[src/rtl/baccarat_fsm_pkg.sv]
// Shared types, thresholds and card-rank helper for the baccarat game controller.
package baccarat_fsm_pkg;

  typedef enum logic [3:0] {
    DEAL_P1 = 4'd0,
    DEAL_D1 = 4'd1,
    DEAL_P2 = 4'd2,
    DEAL_D2 = 4'd3,
    EVAL    = 4'd4,
    P_DRAW3 = 4'd5,
    D_EVAL  = 4'd6,
    D_DRAW3 = 4'd7,
    RESULT  = 4'd8,
    DONE    = 4'd9
  } state_t;

  localparam logic [3:0] NATURAL_MIN = 4'd8;
  localparam logic [3:0] DRAW_MAX    = 4'd5;

  // Ranks A..9 count face value; 10, J, Q, K, "none" and unused codes count zero.
  function automatic logic [3:0] card_value(input logic [3:0] rank);
    logic [3:0] value_s;
    if ((rank >= 4'd1) && (rank <= 4'd9)) begin
      value_s = rank;
    end else begin
      value_s = 4'd0;
    end
    return value_s;
  endfunction

endpackage

[src/rtl/baccarat_fsm_if.sv]
// Controller <-> card datapath connection: scores in, load enables and result lights out.
interface baccarat_fsm_if;
  logic [3:0] pscore;
  logic [3:0] dscore;
  logic [3:0] pcard3;
  logic       load_pcard1;
  logic       load_pcard2;
  logic       load_pcard3;
  logic       load_dcard1;
  logic       load_dcard2;
  logic       load_dcard3;
  logic       player_win_light;
  logic       dealer_win_light;

  modport master (
    input  pscore, dscore, pcard3,
    output load_pcard1, load_pcard2, load_pcard3,
    output load_dcard1, load_dcard2, load_dcard3,
    output player_win_light, dealer_win_light
  );

  modport slave (
    output pscore, dscore, pcard3,
    input  load_pcard1, load_pcard2, load_pcard3,
    input  load_dcard1, load_dcard2, load_dcard3,
    input  player_win_light, dealer_win_light
  );
endinterface

[src/rtl/baccarat_fsm_banker_rule.sv]
// Banker third-card decision from the dealer's two-card score and the player's third card.
module banker_rule
  import baccarat_fsm_pkg::*;
(
  input  logic [3:0] dscore,
  input  logic [3:0] pcard3,
  output logic       draw
);

  logic [3:0] v_s;

  // Tableau lookup; scores 7 and above (including out-of-range codes) always stand.
  always_comb begin
    draw = 1'b0;
    v_s  = card_value(pcard3);
    case (dscore)
      4'd0, 4'd1, 4'd2: draw = 1'b1;
      4'd3:             draw = (v_s != 4'd8);
      4'd4:             draw = (v_s >= 4'd2) && (v_s <= 4'd7);
      4'd5:             draw = (v_s >= 4'd4) && (v_s <= 4'd7);
      4'd6:             draw = (v_s >= 4'd6) && (v_s <= 4'd7);
      default:          draw = 1'b0;
    endcase
  end

endmodule

[src/rtl/baccarat_fsm.sv]
// Baccarat game sequencer: deals four cards, applies third-card rules, latches the result.
module baccarat_fsm
  import baccarat_fsm_pkg::*;
(
  input  logic           slow_clock,
  input  logic           resetb,
  baccarat_fsm_if.master bus
);

  // Load vector bit order: {pcard1, pcard2, pcard3, dcard1, dcard2, dcard3}
  localparam logic [5:0] LOAD_NONE = 6'b000000;
  localparam logic [5:0] LOAD_P1   = 6'b100000;

  state_t     state_r;
  state_t     next_state_s;
  logic [5:0] load_r;
  logic       player_win_r;
  logic       dealer_win_r;
  logic       bank_draw_s;

  function automatic logic [5:0] load_decode(input state_t s);
    logic [5:0] l_s;
    case (s)
      DEAL_P1: l_s = 6'b100000;
      DEAL_P2: l_s = 6'b010000;
      P_DRAW3: l_s = 6'b001000;
      DEAL_D1: l_s = 6'b000100;
      DEAL_D2: l_s = 6'b000010;
      D_DRAW3: l_s = 6'b000001;
      default: l_s = LOAD_NONE;
    endcase
    return l_s;
  endfunction

  banker_rule u_banker_rule (
    .dscore (bus.dscore),
    .pcard3 (bus.pcard3),
    .draw   (bank_draw_s)
  );

  // Next-state selection; scores read in EVAL/D_EVAL are the ones the datapath just settled.
  always_comb begin
    next_state_s = state_r;
    case (state_r)
      DEAL_P1: next_state_s = DEAL_D1;
      DEAL_D1: next_state_s = DEAL_P2;
      DEAL_P2: next_state_s = DEAL_D2;
      DEAL_D2: next_state_s = EVAL;
      EVAL: begin
        if ((bus.pscore >= NATURAL_MIN) || (bus.dscore >= NATURAL_MIN)) begin
          next_state_s = RESULT;
        end else if (bus.pscore <= DRAW_MAX) begin
          next_state_s = P_DRAW3;
        end else if (bus.dscore <= DRAW_MAX) begin
          next_state_s = D_DRAW3;
        end else begin
          next_state_s = RESULT;
        end
      end
      P_DRAW3: next_state_s = D_EVAL;
      D_EVAL: begin
        if (bank_draw_s) begin
          next_state_s = D_DRAW3;
        end else begin
          next_state_s = RESULT;
        end
      end
      D_DRAW3: next_state_s = RESULT;
      RESULT:  next_state_s = DONE;
      DONE:    next_state_s = DONE;
      default: next_state_s = DEAL_P1;
    endcase
  end

  // State plus registered outputs; loads are pre-decoded from the next state so they track state_r.
  always_ff @(posedge slow_clock or negedge resetb) begin
    if (!resetb) begin
      state_r      <= DEAL_P1;
      load_r       <= LOAD_P1;
      player_win_r <= 1'b0;
      dealer_win_r <= 1'b0;
    end else begin
      state_r <= next_state_s;
      load_r  <= load_decode(next_state_s);
      if (state_r == RESULT) begin
        player_win_r <= (bus.pscore >= bus.dscore);
        dealer_win_r <= (bus.dscore >= bus.pscore);
      end else if (state_r == DONE) begin
        player_win_r <= player_win_r;
        dealer_win_r <= dealer_win_r;
      end else begin
        player_win_r <= 1'b0;
        dealer_win_r <= 1'b0;
      end
    end
  end

  assign bus.load_pcard1      = load_r[5];
  assign bus.load_pcard2      = load_r[4];
  assign bus.load_pcard3      = load_r[3];
  assign bus.load_dcard1      = load_r[2];
  assign bus.load_dcard2      = load_r[1];
  assign bus.load_dcard3      = load_r[0];
  assign bus.player_win_light = player_win_r;
  assign bus.dealer_win_light = dealer_win_r;

endmodule
[src/flat_wrapper.sv]
// flat-port wrapper written by rule: the top's interface ports become plain ports
module baccarat_fsm_flat import baccarat_fsm_pkg::*;
  (slow_clock, resetb, bus_pscore, bus_dscore, bus_pcard3, bus_load_pcard1, bus_load_pcard2, bus_load_pcard3, bus_load_dcard1, bus_load_dcard2, bus_load_dcard3, bus_player_win_light, bus_dealer_win_light);
  baccarat_fsm_if bus_i ();
  input  logic slow_clock;
  input  logic resetb;
  input wire logic [$bits(bus_i.pscore)-1:0] bus_pscore;
  input wire logic [$bits(bus_i.dscore)-1:0] bus_dscore;
  input wire logic [$bits(bus_i.pcard3)-1:0] bus_pcard3;
  output wire logic [$bits(bus_i.load_pcard1)-1:0] bus_load_pcard1;
  output wire logic [$bits(bus_i.load_pcard2)-1:0] bus_load_pcard2;
  output wire logic [$bits(bus_i.load_pcard3)-1:0] bus_load_pcard3;
  output wire logic [$bits(bus_i.load_dcard1)-1:0] bus_load_dcard1;
  output wire logic [$bits(bus_i.load_dcard2)-1:0] bus_load_dcard2;
  output wire logic [$bits(bus_i.load_dcard3)-1:0] bus_load_dcard3;
  output wire logic [$bits(bus_i.player_win_light)-1:0] bus_player_win_light;
  output wire logic [$bits(bus_i.dealer_win_light)-1:0] bus_dealer_win_light;
  assign bus_i.pscore = bus_pscore;
  assign bus_i.dscore = bus_dscore;
  assign bus_i.pcard3 = bus_pcard3;
  assign bus_load_pcard1 = bus_i.load_pcard1;
  assign bus_load_pcard2 = bus_i.load_pcard2;
  assign bus_load_pcard3 = bus_i.load_pcard3;
  assign bus_load_dcard1 = bus_i.load_dcard1;
  assign bus_load_dcard2 = bus_i.load_dcard2;
  assign bus_load_dcard3 = bus_i.load_dcard3;
  assign bus_player_win_light = bus_i.player_win_light;
  assign bus_dealer_win_light = bus_i.dealer_win_light;
  baccarat_fsm u_core (.slow_clock(slow_clock), .resetb(resetb), .bus(bus_i));
endmodule
[config.mk]
export PLATFORM = sky130hd
export DESIGN_NAME = baccarat_fsm_flat
export DESIGN_NICKNAME = d
export VERILOG_FILES = /design/src/rtl/baccarat_fsm_pkg.sv /design/src/rtl/baccarat_fsm_if.sv /design/src/rtl/baccarat_fsm_banker_rule.sv /design/src/rtl/baccarat_fsm.sv /design/src/flat_wrapper.sv
export SDC_FILE = /design/constraint.sdc
export NUM_CORES = 1
export LEC_CHECK = 0
export ABC_CLOCK_PERIOD_IN_PS = 1900
export BUFFER_PORTS_ARGS = -buffer_cell sky130_fd_sc_hd__buf_2
export CORE_UTILIZATION = 49
export DETAILED_ROUTE_END_ITERATION = 8
export GPL_ROUTABILITY_DRIVEN = 1
export PLACE_DENSITY = 0.77
export SYNTH_ARGS = -nofsm -noshare
export SYNTH_HDL_FRONTEND = slang
export SYNTH_SLANG_ARGS = --single-unit
[constraint.sdc]
create_clock -name slow_clock -period 1.9 [get_ports slow_clock]
set_clock_uncertainty 0.05 [all_clocks]
set_input_delay 0.38 -clock slow_clock [delete_from_list [all_inputs] [get_ports slow_clock]]
set_output_delay 0.38 -clock slow_clock [all_outputs]
set_load 0.05 [all_outputs]
==> results of run 1 <==
[worst max-delay path, cell delays in order, from the launching register on]
cell and delay (ns):
dfrtp_1 0.38, nor4b_1 0.39, a41o_1 0.23, or3b_1 0.34
a21oi_1 0.19
[state kept, by name, summed over array words and instances, names as in the netlist]
| register | count |
|---|---|
| u_core.load_r | 6 |
| u_core.bus.dealer_win_light | 1 |
| u_core.state_r | 4 |
| u_core.bus.player_win_light | 1 |
[area by class of cell]
class | instances | share of cell area (%)
clock buffer | 4 | 4.039
inverter | 7 | 2.925
multi-input combinational | 52 | 42.06
sequential | 12 | 33.57
tap | 15 | 2.089
timing repair buffer | 25 | 15.32
[through the flow]
step / util [%] / area, µm² / setup WS (ns)
final: 67.35 / 898.4 / 0.2349
after global routing: 67.35 / 898.4 / 0.1372
after global placement: 63.88 / 852.1 / 0.1154
after detailed placement: 63.88 / 852.1 / 0.07255
after floorplan: - / 724.4 / 0.2743
after CTS: 67.35 / 898.4 / 0.2361
[placed cells by master (no fill, tap or decap), types with 2 or more instances in the layout]
master    instances
nand2_1           3
nor4_1            2
nor2b_1           5
o21a_1            3
o21ai_0           5
dfrtp_1          11
clkbuf_4          3
ha_1              4
nor4b_1           2
buf_2            21
a41o_1            2
nor2_1            4
a21oi_1           4
inv_1             7
nand2b_1          2
buf_4             3
nor3_1            4
[metal layers]
layer  share of wire (%)  vias to the layer above
met4                 1.3                        0
met3                 3.1                        2
li1                    -                      325
met1                  45                      307
met5                   0                        -
met2                  51                       20
[logic make-up (layout without fill, tap and decap cells)]
logic type / after synthesis / count (layout) / share of synthesized area (%)
AOI/OAI and AO/OA: 19 / 19 / 18.65
buffers and inverters: 11 / 36 / 6.219
and+or+nand+nor: 29 / 29 / 26.60
DFF: 12 / 12 / 41.62
adders and majority gates: 4 / 4 / 6.909
[power groups by stage]
stage,sequential (mW),combinational [mW],clock [mW]
after floorplan,0.480,0.395,0
after global placement,0.393,0.631,0
after detailed placement,0.395,0.648,0
after CTS,0.391,0.652,0.202
after global routing,0.402,0.712,0.218
final,0.392,0.653,0.197
[path summary, 6_finish.rpt]
check | startpoint | endpoint | slack [ns] | depth (start not counted)
min | bus_pscore[3] | u_core.load_r[3] | 0.40 | 3
max reg2reg | u_core.state_r[1] | u_core.load_r[0] | 0.23 | 4
min in group asynchronous | resetb | u_core.state_r[3] | 0.46 | 2
max | u_core.state_r[1] | u_core.load_r[0] | 0.23 | 4
min reg2reg | u_core.bus.player_win_light | u_core.bus.player_win_light | 0.51 | 2
max in group asynchronous | resetb | u_core.load_r[5] | 1.08 | 2
==> flow_summary_export.csv, run 1 <==
group,metric,value,unit
run_status,outcome,"finished clean",
sta,rsz0062_at_grt,"false",
final_layout,finalNonFillerCells,115,
sta,finalHoldViolations,0,
global_route,grt_use_met3,4.444,%
routing,dr.pass1.iters,4,
pwr,power,1.242,mW
global_route,antenna_found_initial,0,
routing,drc,0,
pwr,internal_power,0.7062,mW
sta,fin_crit_sh,87.64,%
setup_path,startpoint_type,"register",
floorplan,die_area,1636,µm²
routing,wl_per_cell,13.53,µm
clock_network,clkSinkCount,12,
setup_path,worstSetupPathType,"reg -> reg",
sta,timing.hold.ws,0.4042,ns
final_layout,drive_gt1_share,33.00,%
logic_synthesis,synth_cells,75,
final_layout,syn_to_final_growth,24.01,%
logic_synthesis,synthTopCellsByCount,"11 x dfrtp_1, 7 x inv_1, 5 x nor2b_1, 5 x o21ai_0",
logic_synthesis,synth-edff-count,0,
logic_synthesis,ys_types,29,
global_route,grt.busiest_layer,"met2",
setup_path,critPathMaxFanout,2,
pwr,seq_power_share,31.5,%
floorplan,start_util,54.32,%
placement,place.gp.congestion,0.9019,
logic_synthesis,syn_area_per_cell,9.659,µm²
clock_network,cts_tree,"built",
pwr,power.density,1383,nW/µm²
global_route,globalRouteOverflowTotal,0,
pwr,clockPowerShare,15.9,%
logic_synthesis,yosys_warnings,0,
clock_network,post-cts-setup-buffer-count,0,
floorplan,die_h,40.45,µm
final_layout,n_fill_cell,124,
routing,vias,654,
logic_synthesis,yosysMostFrequentCell,"dfrtp_1",
final_layout,multi_input_area,377.9,µm²
routing,wl,1556,µm
floorplan,fp.coreArea,1334,µm²
logic_synthesis,synth_top_area_share,38.00,%
placement,portBuffers,21,
hold_path,hp-class,"in -> reg",
routing,detail-route-antenna-nets,0,
floorplan,rows,13,
final_layout,diodes,0,
global_route,grtUsageMet2,36.90,%
placement,dp_cells,110,
pwr,p_switching,0.5361,mW
clock_network,clock-root-buffer,"clkbuf_4",
flow_run,max_cap_viol_count,0,
global_route,met1_usage,27.57,%
pwr,p_comb_share,52.6,%
pwr,p_sw_share,43.15,%
sta,setup_viol,0,
clock_network,htreeDepth,1,
logic_synthesis,ys_seq_elements,12,
placement,hpwl,1223,µm
logic_synthesis,async_flop_share,100.0,%
sta,period_minus_slack,1.665,ns
final_layout,final_nets,119,
clock_network,clockBufferDepth,2,
global_route,grt_max_degree,15,
clock_network,postCtsHoldBufs,1,
pwr,p_leak,0.4511,nW
setup_path,cp-end-kind,"register",
logic_synthesis,synth_top_cell_by_area,"dfrtp_1",
clock_network,cts_resized,0,
floorplan,die_w,40.45,µm
clock_network,cts-buffers-inserted,3,
sta,max_freq,0.6006,GHz
sta,maxSlewHeadroom,69.91,%
sta,slew_viol_final,0,
logic_synthesis,syn-num-nets,93,
floorplan,boundaryPins,22,
global_route,grt_pass1_wl,2449,µm
setup_path,crit_required,2.03,ns
global_route,grt.total_usage,23.03,%
sta,worst_pin_slew,0.4466,ns
setup_path,crit_arrival,1.80,ns
pwr,peakVddDrop,0.0008077,V
logic_synthesis,seq_area_frac_synth,41.62,%
logic_synthesis,syn_area,724.4,µm²
logic_synthesis,synthTopCellsByArea,"dfrtp_1 38%, ha_1 6.9%, nor2b_1 4.3%",
logic_synthesis,synth_flop_cell,"dfrtp_1",
clock_network,clkTransAtPathRegs,0.07,ns
final_layout,regArea,301.5,µm²
sta,setup_tns,0,ns
routing,first_iter_violations,20,
clock_network,clk_latency,0.26,ns
routing,vias_per_cell,5.687,
global_route,grt_pass1_vias,578,
No activity file was read; power rests on OpenSTA's default activity.
==> inputs of run 2 (changes only) <==
--- a/config.mk
+++ b/config.mk
@@ -7,10 +7,13 @@
 export LEC_CHECK = 0
 export ABC_CLOCK_PERIOD_IN_PS = 1900
 export BUFFER_PORTS_ARGS = -buffer_cell sky130_fd_sc_hd__buf_2
+export CORE_MARGIN = 1
 export CORE_UTILIZATION = 49
 export DETAILED_ROUTE_END_ITERATION = 8
 export GPL_ROUTABILITY_DRIVEN = 1
+export MAX_ROUTING_LAYER = met4
 export PLACE_DENSITY = 0.77
+export REMOVE_ABC_BUFFERS = 1
 export SYNTH_ARGS = -nofsm -noshare
 export SYNTH_HDL_FRONTEND = slang
 export SYNTH_SLANG_ARGS = --single-unit
==> run 2 against run 1 <==
  * Final area fell by 1.1%
  * Final cell count did not move
  * Non-clock buffer count did not move
  * Sequential power fell by 2%
  * Global-route usage fell by 3.4 points
  * Worst hold slack got worse by 0.010 ns
  * Utilization fell by 0.75 points
  * Flip-flop and latch count did not move
  * Combinational power fell by 1%
  * First-iteration DRC count fell by 5.0%
  * Via count rose by 0.76%
  * Critical path type unchanged
  * Sequential share of layout area rose by 0.38 points
==> flow_summary_export.csv, run 2 (same netlist as run 1, synthesis figures left out) <==
group,metric,value,unit
global_route,grt_max_degree,15,
final_layout,largest_reg_flops,6,
final_layout,final_cell_mix,"21 x buf_2, 11 x dfrtp_1, 7 x inv_1",
setup_path,critPathMaxFanout,2,
routing,top_layer_used,"met4",
final_layout,regMostFlops,"u_core.load_r",
global_route,globalRouteOverflowTotal,0,
placement,place.gp.congestion,0.8554,
clock_network,htreeDepth,1,
final_layout,largestRegisters,"u_core.load_r x6, u_core.state_r x4",
placement,hpwl,1094,µm
global_route,grt.total_usage,19.60,%
setup_path,slowest_delay,0.38,ns
setup_path,crit_required,2.03,ns
routing,dr.pass1.iters,4,
setup_path,startpoint_type,"register",
pwr,p_leak,0.4451,nW
final_layout,diodes,0,
routing,vias,659,
setup_path,path_cells,"nor4b_1 > a41o_1 > or3b_1 > a21oi_1",
hold_path,hp-class,"in -> reg",
placement,portBuffers,21,
final_layout,drive_gt1_share,32.00,%
floorplan,rows,13,
pwr,power,1.187,mW
final_layout,syn_to_final_growth,22.63,%
floorplan,boundaryPins,22,
sta,period_minus_slack,1.596,ns
clock_network,post-cts-setup-buffer-count,0,
floorplan,fp.coreArea,1334,µm²
floorplan,die_area,1636,µm²
clock_network,clk_latency,0.26,ns
floorplan,die_h,40.45,µm
clock_network,clkSinkCount,12,
run_status,outcome,"finished clean",
sta,finalHoldViolations,0,
routing,wl_per_cell,11.92,µm
routing,m1WireLength,587,µm
floorplan,start_util,54.32,%
routing,drc,0,
pwr,peakVddDrop,0.0006862,V
setup_path,worstSetupPathType,"reg -> reg",
sta,setup_tns,0,ns
clock_network,clock-root-buffer,"clkbuf_4",
global_route,grt_pass1_wl,2070,µm
routing,wl_met2,688,µm
flow_run,max_cap_viol_count,0,
sta,worst_pin_slew,0.4204,ns
setup_path,critPathTopFamily,"simple AND/OR/NAND/NOR gates",
sta,fin_crit_sh,83.99,%
global_route,antenna_found_initial,0,
routing,vias_per_cell,5.730,
routing,detail-route-antenna-nets,0,
clock_network,clkTransAtPathRegs,0.07,ns
global_route,grt_pass1_vias,507,
setup_path,slowest_stage,"dfrtp_1",
sta,setup_viol,0,
clock_network,clockBufferDepth,2,
clock_network,cts_tree,"built",
sta,max_freq,0.6266,GHz
clock_network,cts-buffers-inserted,3,
routing,met3WireLength,78,µm
sta,maxSlewHeadroom,71.68,%
final_layout,final_nets,119,
routing,first_iter_violations,19,
routing,wl,1371,µm
setup_path,reg2reg_slack,0.30,ns
setup_path,cp-end-kind,"register",
floorplan,die_w,40.45,µm
sta,slew_viol_final,0,
final_layout,final_common_cell,"buf_2",
setup_path,crit_arrival,1.73,ns
sta,rsz0062_at_grt,"false",
pwr,power.density,1336,nW/µm²
clock_network,cts_resized,0,
setup_path,path_buf_inv,0,
==> run 2: cell counts in the layout (fill, tap and decap cells not counted) <==
No cell type changed its count.
==> run 2: per-layer routing <==
layer / vias up / track usage (%)
li1: 326 / -
met1: 299 / 25.76
met2: 32 / 29.76
met3: 2 / 1.667
met4: 0 / 10.00
met5: - / -
==> run 2: cell type report <==
| class | instances | area, µm² |
|---|---|---|
| Inverter | 7 | 26.28 |
| Multi-Input combinational cell | 52 | 377.9 |
| Fill cell | 114 | 445.4 |
| Clock buffer | 4 | 26.28 |
| Tap cell | 15 | 18.77 |
| Timing Repair Buffer | 25 | 137.6 |
| Sequential cell | 12 | 301.5 |
==> run 2: worst register-to-register path, delay by kind of cell (launching register included) <==
kind | cells | cell delay [ns]
flip-flops | 1 | 0.38
AO/OA/AOI/OAI | 2 | 0.39
AND/OR/NAND/NOR | 2 | 0.69
==> run 2: final timing paths <==
kind / from / endpoint / cells after the start
worst min-delay path: bus_pscore[3] / u_core.load_r[3] / 3
max in group asynchronous: resetb / u_core.load_r[5] / 2
worst min register to register: u_core.bus.player_win_light / u_core.bus.player_win_light / 2
worst max register to register: u_core.state_r[1] / u_core.load_r[0] / 4
worst max-delay path: u_core.state_r[1] / u_core.load_r[0] / 4
min in group asynchronous: resetb / u_core.state_r[0] / 2
==> run 2: repair_timing <==
| action | CTS | global route |
|---|---|---|
| endpoints found under the setup margin | 0 | 0 |
| hold endpoints to repair | 11 | 0 |
| hold buffers | 1 | 0 |
==> run 2: power breakdown <==
group          switching, mW  total [mW]  internal (mW)
Clock                 0.0750       0.156         0.0810
Combinational          0.391       0.645          0.254
Sequential            0.0497       0.386          0.336
Total                  0.516        1.19          0.671
==> run 2: stage by stage <==
stage               instance area [µm²]  cells  setup slack [ns]  util, %  hold WS (ns)
floorplan                         705.7     71            0.2743        -       0.03441
global placement                  852.1    110            0.1137    63.88        0.2150
detailed placement                852.1    110           0.08346    63.88        0.2188
CTS                               888.4    115            0.2912    66.60        0.3902
global route                      888.4    115            0.1999    66.60        0.3950
finish                            888.4    115            0.3041    66.60        0.3940
